File: config.mk
export PLATFORM = sky130hd
export DESIGN_NAME = csa_sub_32_seq
export DESIGN_NICKNAME = d
export VERILOG_FILES = /design/src/rtl/csa_sub_32_seq.sv
export SDC_FILE = /design/constraint.sdc
export NUM_CORES = 1
export LEC_CHECK = 0
export ABC_AREA = 1
export BUFFER_PORTS_ARGS = -buffer_cell sky130_fd_sc_hd__buf_2
export CAP_MARGIN = 20
export CORE_MARGIN = 2
export CORE_UTILIZATION = 28
export CTS_CLUSTER_DIAMETER = 150
export DETAILED_ROUTE_END_ITERATION = 7
export GPL_ROUTABILITY_DRIVEN = 1
export SLEW_MARGIN = 20
export SYNTH_ARGS = -nofsm -noshare
export SYNTH_HDL_FRONTEND = slang
export SYNTH_SLANG_ARGS = --single-unit
File: constraint.sdc
create_clock -name clk -period 8.1 [get_ports clk]
set_input_delay 1.62 -clock clk [delete_from_list [all_inputs] [get_ports clk]]
set_output_delay 1.62 -clock clk [all_outputs]
set_load 0.1 [all_outputs]
File: src/rtl/csa_sub_32_seq.sv
// Multi-cycle subtractor: diff = a - b - bin, one SLICE-bit slice per clock.
// Each slice is a carry-select unit; the running carry picks the variant.
// Valid/ready handshake on both sides, one operation in flight at a time.

// One carry-select slice: a + ~b + {0,1} both precomputed, cin selects.
module csa_sub_slice #(
    parameter int SLICE = 8
) (
    input  logic [SLICE-1:0] a_s,
    input  logic [SLICE-1:0] b_s,
    input  logic             cin,
    output logic [SLICE-1:0] sum,
    output logic             cout
);
    logic [SLICE:0] s0, s1;

    assign s0 = {1'b0, a_s} + {1'b0, ~b_s};
    assign s1 = {1'b0, a_s} + {1'b0, ~b_s} + {{SLICE{1'b0}}, 1'b1};
    assign {cout, sum} = cin ? s1 : s0;
endmodule

module csa_sub_32_seq #(
    parameter int WIDTH = 32,
    parameter int SLICE = 8     // WIDTH must be an integer multiple of SLICE
) (
    input  logic             clk,
    input  logic             rst_n,
    input  logic             in_valid,
    output logic             in_ready,
    input  logic [WIDTH-1:0] a,
    input  logic [WIDTH-1:0] b,
    input  logic             bin,
    output logic             out_valid,
    input  logic             out_ready,
    output logic [WIDTH-1:0] diff,
    output logic             bout,
    output logic             ovf,
    output logic             zero
);
    localparam int NSLICE = WIDTH / SLICE;
    localparam int IDXW   = (NSLICE > 1) ? $clog2(NSLICE) : 1;

    localparam logic [1:0] IDLE = 2'd0;
    localparam logic [1:0] RUN  = 2'd1;
    localparam logic [1:0] DONE = 2'd2;

    logic [1:0]       state;
    logic [WIDTH-1:0] a_r, b_r, wdiff, diff_next;
    logic             carry;
    logic [IDXW-1:0]  idx;
    logic [SLICE-1:0] a_s, b_s, sl_sum;
    logic             sl_cout;
    logic             last;

    // Ready is gated by reset so nothing is accepted while held in reset.
    assign in_ready  = rst_n && (state == IDLE);
    assign out_valid = (state == DONE);
    assign last      = (idx == IDXW'(NSLICE - 1));

    // Pick the operand slice currently being processed and splice the
    // slice result into the working difference.
    always_comb begin
        a_s       = a_r[int'(idx)*SLICE +: SLICE];
        b_s       = b_r[int'(idx)*SLICE +: SLICE];
        diff_next = wdiff;
        diff_next[int'(idx)*SLICE +: SLICE] = sl_sum;
    end

    csa_sub_slice #(.SLICE(SLICE)) u_slice (
        .a_s  (a_s),
        .b_s  (b_s),
        .cin  (carry),
        .sum  (sl_sum),
        .cout (sl_cout)
    );

    // Control FSM plus working registers; a subtract is a + ~b + ~bin,
    // so the initial carry is the inverted borrow.
    always_ff @(posedge clk or negedge rst_n) begin
        if (!rst_n) begin
            state <= IDLE;
            a_r   <= '0;
            b_r   <= '0;
            wdiff <= '0;
            carry <= 1'b0;
            idx   <= '0;
        end else begin
            case (state)
                IDLE: if (in_valid) begin
                    state <= RUN;
                    a_r   <= a;
                    b_r   <= b;
                    wdiff <= '0;
                    carry <= ~bin;
                    idx   <= '0;
                end
                RUN: begin
                    wdiff <= diff_next;
                    carry <= sl_cout;
                    idx   <= idx + 1'b1;
                    if (last) state <= DONE;
                end
                DONE: if (out_ready) state <= IDLE;
                default: state <= IDLE;
            endcase
        end
    end

    // Result registers update only on the final slice and otherwise hold,
    // so they stay stable through backpressure, IDLE and the next RUN.
    always_ff @(posedge clk or negedge rst_n) begin
        if (!rst_n) begin
            diff <= '0;
            bout <= 1'b0;
            ovf  <= 1'b0;
            zero <= 1'b0;
        end else if (state == RUN && last) begin
            diff <= diff_next;
            bout <= ~sl_cout;
            ovf  <= (a_r[WIDTH-1] != b_r[WIDTH-1]) &&
                    (diff_next[WIDTH-1] != a_r[WIDTH-1]);
            zero <= (diff_next == '0);
        end
    end
endmodule

Yosys cells after proc, flatten, opt, wreduce, memory -nomap -nowiden:

Index checks and enable logic that the tools add are counted.

* flip-flop bits (word level): 136
* input port bits: 69
* word-level logic and storage cells: 50

* add/sub/neg operators: 4
* equality and inequality tests: 8
* shift operators: 4
* mux-type cells: 12
* bitwise gates (word level): 3
* reduce and logical (&&, ||, !) cells: 9

Operators by type and width (count)
* case mux 32 bit (2 select lines): 1
* variable part select 32 x 6 -> 8 bit: 2
* negator 5 -> 33 bit: 1
* variable shift 8 x 33 -> 32 bit (first input constant): 1
* variable part select 8 x 33 -> 32 bit: 1
* bitwise mux 32 bit: 1
* zero test 32 bit: 1
* two-way mux 32 bit: 1
* adder 8 x 8 -> 9 bit: 1
* adder 9 x 1 -> 9 bit (second input constant): 1
* two-way mux 9 bit: 1
* two-way mux 2 bit: 4
* inverter 8 bit: 1
* case mux 2 bit (3 select lines): 1
* == test 2 bit (second input constant): 2
* inequality test 2 bit (second input constant): 2
* case mux 2 bit (2 select lines): 1
* AND reduction 2 bit: 2
* logical AND 1 bit: 3
* AND reduction 3 bit: 1
* adder 2 x 1 -> 2 bit (second input constant): 1
* == test 2 x 1 -> 1 bit (second input constant): 1
* zero test 2 bit: 1
* inequality test 1 bit: 2
* 5 further kinds: 6

Logic depth before layout (Yosys ltp):

Gate-level depths: netlist of the first run.

* word-level depth: 9
* mapped depth: 27
* gate-level depth less buffers: 25

Cells and area by module:

A second synthesis of the first run with hierarchy kept.

* cell total of the unflattened synthesis: 902
* area total of the unflattened synthesis: 6927.9 µm²

By module, submodules not included
* csa_sub_32_seq: instances 1, cells each 785, area an instance 6238.5 µm²
* csa_sub_slice: instances 1, cells each 117, area an instance 689.4 µm²

Least setup slack after synthesis of the first run:

OpenSTA, ideal clock, no wires.

* path kind: input to output
* start point: in rst_n
* end point: out in_ready
* arrival time: 3802 ps
* data required time: 6480 ps
* slack: 2678 ps
* stages on the path: 1
* path buffers: 0
* cell sequence: nor3b_1

* cells in the longest elaborated chain, start to end: 1

Ends and longest elaborated chain
* start, declared: line 27 `input logic rst_n,`
* logical AND 1 bit: line 56 `assign in_ready = rst_n && (state == IDLE);`
* end, declared: line 29 `output logic in_ready,`

No other way between the ends.

Final worst setup path of the first run:

Same ends and word-level chain as after synthesis.

==> qor.txt, run 1 <==
layout cells sized above 1: 0.172
Die Area: 25,200 um2
Site Rows: 56
DPL Wire Length: 13.3 mm
CTS sink cnt: 136
post-synthesis sequential area ratio: 0.508
Port Buf Inserts: 105
placed cell count: 1,264
final hold violations: 0
Yosys reg bits: 136
GRT overflow: 0
commonest cells after routing, fill and taps aside: nand2_1 (374), dfrtp_1 (136), buf_2 (104)
Routed WL: 18.7 mm
setup repair bufs after CTS: 0
gr usage total: 0.157
crit-path cells: buf_6 -> nor3b_1 -> buf_2
CP top delay family: buffers and inverters
crit-path max FO: 59
largest net degree at the start of global routing: 80
later-pin clock latency in the skew report: 0.42 ns
1st-pass router iterations: 7
commonest non-fill, non-tap cell in the layout: nand2_1
via count: 5,963
cell count after synthesis: 869
buffer depth of the longest clock path: 2
crit share post-route: 0.542
worst r2r src: idx[1]
Tightest Pin Transition: 0.923 ns
final instance area: 8210 um2
Post-Layout Cell Count: 1,296
Core ar.: 23,500 um2
Cells on Worst Hold Path: 2
Slew Limit Fails: 0
Die Width: 159 um
critical path's slowest cell: buf_2
beginning of the worst hold path: diff[10]
setup_tns: 0 ns
Max-slew headroom: 0.383
post-route clock skew: 0.00969 ns
ANT cells: 0
Post-Syn Area per Cell: 7.71 um2
Tmin final: 4.39 ns
worst stage delay on the critical path: 0.46 ns
Buf/Inv on CP: 2
Post-CTS Resized: 0
IO Pins: 106
fillcell total: 2,507
WP depth: 3
initial antenna violation count: 0
Placer Congestion: 0.870
total of max-cap violations: 0
first-pass GRT wire length: 30.4 mm
Crit Path Category: input pin to output port
fmax: 228 MHz
Post-Syn Area: 6700 um2
critical path launch point: rst_n
chip height: 159 um
Worst EP required: 6.48 ns
outcome: completed
cts hold-fix bufs: 0
Hold WC Path Type: flop to flop
Final Util: 0.350
DR WL/cell: 14.5 um
synth unique cells: 34
Worst Path Arrival: 2.77 ns
number of global-route vias before repair: 5,833
Synth Warn #: 0
DR vias/cell: 4.60
Root Driver: clkbuf_16
CTS tree: done
Initial Util: 0.285
Syn Nets: 954
clock-pin slew on the worst setup and hold paths: 0.06 ns
# nets final: 1,049
placed cell area: 7550 um2
CTS Buf Count: 17
H-tree levels: 4
Final ANT Viol Nets: 0
DRC: 0
RSZ-0062 raised after global routing: false
setup violators final: 0
FF-to-FF path depth: 24
Iter 0 DRT Violations: 483
Worst Setup End Kind: output port
crit start category: input pin
area delta synth->final: 22.5%
-- stage by stage --
step | hold WS (ns) | setup WS, ns
2_1_floorplan | 0.444 | 2.68
3_3_place_gp | 0.458 | 3.67
3_5_place_dp | 0.460 | 3.65
4_1_cts | 0.477 | 3.65
5_1_grt | 0.496 | 3.40
6_report | 0.471 | 3.71
-- state kept, by name (all words and copies together), names as in the netlist --
| register | count |
|---|---|
| a_r | 32 |
| b_r | 32 |
| diff | 32 |
| wdiff | 32 |
| idx | 2 |
| state | 2 |
| bout | 1 |
| carry | 1 |
| ovf | 1 |
| zero | 1 |
-- path summary, 6_finish.rpt --
kind / to / slack, ns
max in group asynchronous: b_r[19] / 5.84
hold reg to reg: diff[10] / 0.47
setup reg to reg: zero / 3.88
min in group asynchronous: diff[13] / 1.15
setup / recovery: in_ready / 3.71
hold / removal: diff[10] / 0.47
-- cell type report --
| type | instances | area, um2 | area share |
|---|---|---|---|
| inverters | 71 | 267 | 0.0325 |
| well taps | 319 | 399 | 0.0486 |
| clock inverters | 10 | 165 | 0.0201 |
| flip-flops and latches | 136 | 3400 | 0.415 |
| clock buffers | 22 | 494 | 0.0602 |
| multi-input cells | 627 | 2900 | 0.353 |
| repair buffers | 111 | 581 | 0.0707 |
-- logic make-up after synthesis --
logic type / count (synthesis) / share of synthesized area
fa+ha+maj: 16 / 0.0310
xor+xnor: 1 / 0.00131
flops: 136 / 0.508
buf+inv: 106 / 0.0596
simple gates: 481 / 0.288
compound gates: 129 / 0.112
-- layer usage --
| metal | wire (um) | up-vias | part of all wire | GRT usage |
|---|---|---|---|---|
| met4 | 347 | 0 | 0.019 | 0.0511 |
| met1 | 8630 | 2788 | 0.46 | 0.210 |
| li1 | - | 2968 | - | - |
| met3 | 1020 | 26 | 0.054 | 0.0389 |
| met2 | 8740 | 181 | 0.47 | 0.249 |
| met5 | 0 | - | 0 | 0 |
-- synthesized netlist by cell type --
cell type,count,share of area
o31ai_1,1,0.0011
a22oi_1,2,0.0022
o21ai_0,63,0.047
a32oi_1,2,0.0026
a31oi_1,3,0.0028
buf_2,1,0.00075
inv_2,4,0.0022
nand4_1,6,0.0056
nand3_1,26,0.019
nor2_4,3,0.0050
a21oi_1,17,0.013
nor2_2,2,0.0019
fa_1,1,0.0030
o21ai_1,6,0.0045
inv_1,65,0.036
nand2_1,375,0.21
nand3_2,1,0.0015
or2_2,1,0.00093
clkbuf_1,29,0.016
o22ai_1,19,0.018
a32o_1,6,0.0090
ha_1,15,0.028
nand3b_1,2,0.0022
nor2_1,53,0.030
nand2_2,11,0.010
a22o_1,7,0.0092
o211ai_1,1,0.0011
nor3b_1,1,0.0011
xnor2_1,1,0.0013
dfrtp_1,136,0.51
a21oi_2,1,0.0013
buf_1,5,0.0028
clkinv_1,2,0.0011
o21a_1,1,0.0011
-- worst reg2reg max path, cell delays in order, from the launching register on --
cell and delay [ns]:
dfrtp_1 0.55, clkinv_1 0.47, buf_4 0.35, a21oi_1 0.13
a32o_1 0.14, ha_1 0.19, inv_1 0.07, fa_1 0.49
inv_1 0.07, ha_1 0.30, nand2_1 0.05, o21ai_0 0.13
nand2_1 0.11, nor2_1 0.06, nand2_1 0.09, o21ai_0 0.14
nor2_1 0.12, nand3_1 0.08, nor2_1 0.10, nand3_1 0.09
nor2_1 0.11, nand3_1 0.08, nor2_1 0.10, nand3_1 0.07
nand2_1 0.06
Power of run 1 is not shown: default switching activity piles up to over one toggle a cycle in this logic, so the estimate is an artifact.
==> run 2, diff against run 1 <==
clock period = 3.9 ns   (was 8.1 ns; I/O delays follow)
==> run 2 against run 1 <==
  * Register-to-register slack got worse by 3.5 ns
  * Non-clock buffer count rose by 6
  * Sequential share of layout area barely moved
  * Critical path depth rose by 20
  * First-iteration DRC count rose by 7.9%
  * Cell count rose by 0.46%
  * Setup slack got worse by 3.4 ns
  * Worst hold slack got worse by 0.16 ns
  * Wire length rose by 4.1%
  * Utilization barely moved
  * Count of clock-buffer cells in the layout fell by 1
  * Largest cell class unchanged
==> qor.txt, run 2 (synthesis results as in run 1) <==
DRC: 0
outcome: completed
buffer depth of the longest clock path: 2
FF-to-FF path depth: 23
Post-Layout Cell Count: 1,302
Post-CTS Resized: 0
Worst EP required: 4.26 ns
setup violators final: 0
Final Util: 0.350
Hold WC Path Type: input pin to async pin
Slew Limit Fails: 0
worst stage delay on the critical path: 0.50 ns
Initial Util: 0.285
Multi-input gate area: 2900 um2
# nets final: 1,055
Final ANT Viol Nets: 0
DR vias/cell: 4.58
RSZ-0062 raised after global routing: false
setup repair bufs after CTS: 0
commonest non-fill, non-tap cell in the layout: nand2_1
setup_tns: 0 ns
DR top layer: met4
post-route clock skew: 0.00946 ns
Met1 Wirelength: 9.18 mm
Iter 0 DRT Violations: 521
Core ar.: 23,500 um2
H-tree levels: 4
crit share post-route: 0.909
later-pin clock latency in the skew report: 0.42 ns
Routed WL: 19.5 mm
routed wl met2: 9.09 mm
Worst Setup End Kind: flop
number of global-route vias before repair: 5,902
register area: 3400 um2
first-pass GRT wire length: 31.2 mm
crit-path max FO: 12
Worst Path Arrival: 3.91 ns
Die Width: 159 um
layout cells sized above 1: 0.177
crit start category: flop
1st-pass router iterations: 5
largest net degree at the start of global routing: 82
Tightest Pin Transition: 0.811 ns
GRT overflow: 0
Site Rows: 56
Root Driver: clkbuf_16
worst r2r src: idx[1]
cts hold-fix bufs: 0
chip height: 159 um
critical path's slowest cell: fa_1
Tmin final: 3.54 ns
fmax: 282 MHz
total of max-cap violations: 0
gr usage total: 0.162
DPL Wire Length: 14.0 mm
R2R setup slack: 0.36 ns
CTS sink cnt: 136
fillcell total: 2,524
Placer Congestion: 0.871
met3 WL post-DR: 839 um
DR WL/cell: 15.0 um
Max-slew headroom: 0.458
Port Buf Inserts: 105
final instance area: 8220 um2
Crit Path Category: flop to flop
clock-pin slew on the worst setup and hold paths: 0.06 ns
crit-path cells: clkinv_1 -> a21oi_1 -> a32o_1 -> ha_1 -> inv_1 -> fa_1 -> inv_1 -> ha_1 -> nand2_1 -> o21ai_0 -> nand2_1 -> nor2_1 -> nand2_1 -> o21ai_0 -> nor2_1 -> nand3_1 -> nor2_1 -> nand3_1 -> nor2_1 -> nand3_1 -> nor2_1 -> nand3_1 -> nand2_1
initial antenna violation count: 0
ANT cells: 0
area delta synth->final: 22.7%
placed cell count: 1,270
reg-to-reg endpoint: zero
IO Pins: 106
Crit path top cell by count: nor2_1
final hold violations: 0
commonest cells after routing, fill and taps aside: nand2_1 (374), dfrtp_1 (136), buf_2 (104)
placed cell area: 7590 um2
CTS tree: done
Die Area: 25,200 um2
via count: 5,969
CTS Buf Count: 17
==> run 2: cell types whose count changed in the layout (fill, tap and decap cells not counted) <==
cell / before / now
buf_4: 5 / 11
bufinv_16: 4 / 3
clkbuf_8: 5 / 4
clkinv_2: 1 / 4
clkinv_4: 2 / 0
clkinvlp_4: 3 / 2
inv_6: 0 / 2
==> run 2: layout make-up <==
type / instances / share of cell area
Sequential cell: 136 / 0.414
Multi-Input combinational cell: 627 / 0.353
Timing Repair Buffer: 117 / 0.0761
Clock buffer: 21 / 0.0585
Tap cell: 319 / 0.0486
Inverter: 71 / 0.0324
Clock inverter: 11 / 0.0174
==> run 2: worst max path at each step <==
stage           start  endpoint  slack [ns]  depth (start not counted)
2_1_floorplan   rst_n  in_ready        0.16                          1
4_1_cts        idx[1]      zero        0.36                         23
5_1_grt        idx[0]      zero        0.01                         22
3_3_place_gp   idx[0]      zero        0.45                         23
3_5_place_dp   idx[0]      zero        0.39                         23
6_report       idx[1]      zero        0.36                         23
==> run 2: critical path, delay by kind of cell, from the launching register on <==
kind | cells | cell delay, ns
fa+ha+maj | 3 | 0.95
buf+inv | 3 | 0.39
simple gates | 13 | 1.16
flops | 1 | 0.34
compound gates | 4 | 0.65
==> run 2: per-stage QoR <==
| step | hold WS (ns) | worst slack, ns |
|---|---|---|
| 2_1_floorplan | 0.444 | 0.158 |
| 3_3_place_gp | 0.460 | 0.448 |
| 3_5_place_dp | 0.464 | 0.386 |
| 4_1_cts | 0.327 | 0.356 |
| 5_1_grt | 0.346 | 0.00957 |
| 6_report | 0.311 | 0.356 |
==> run 2: metal layers <==
| layer | global-route usage | vias to the layer above |
|---|---|---|
| li1 | - | 2977 |
| met1 | 0.213 | 2820 |
| met2 | 0.264 | 144 |
| met3 | 0.0362 | 28 |
| met4 | 0.0558 | 0 |
| met5 | 0 | - |
Power of run 2 is left out for the same reason.
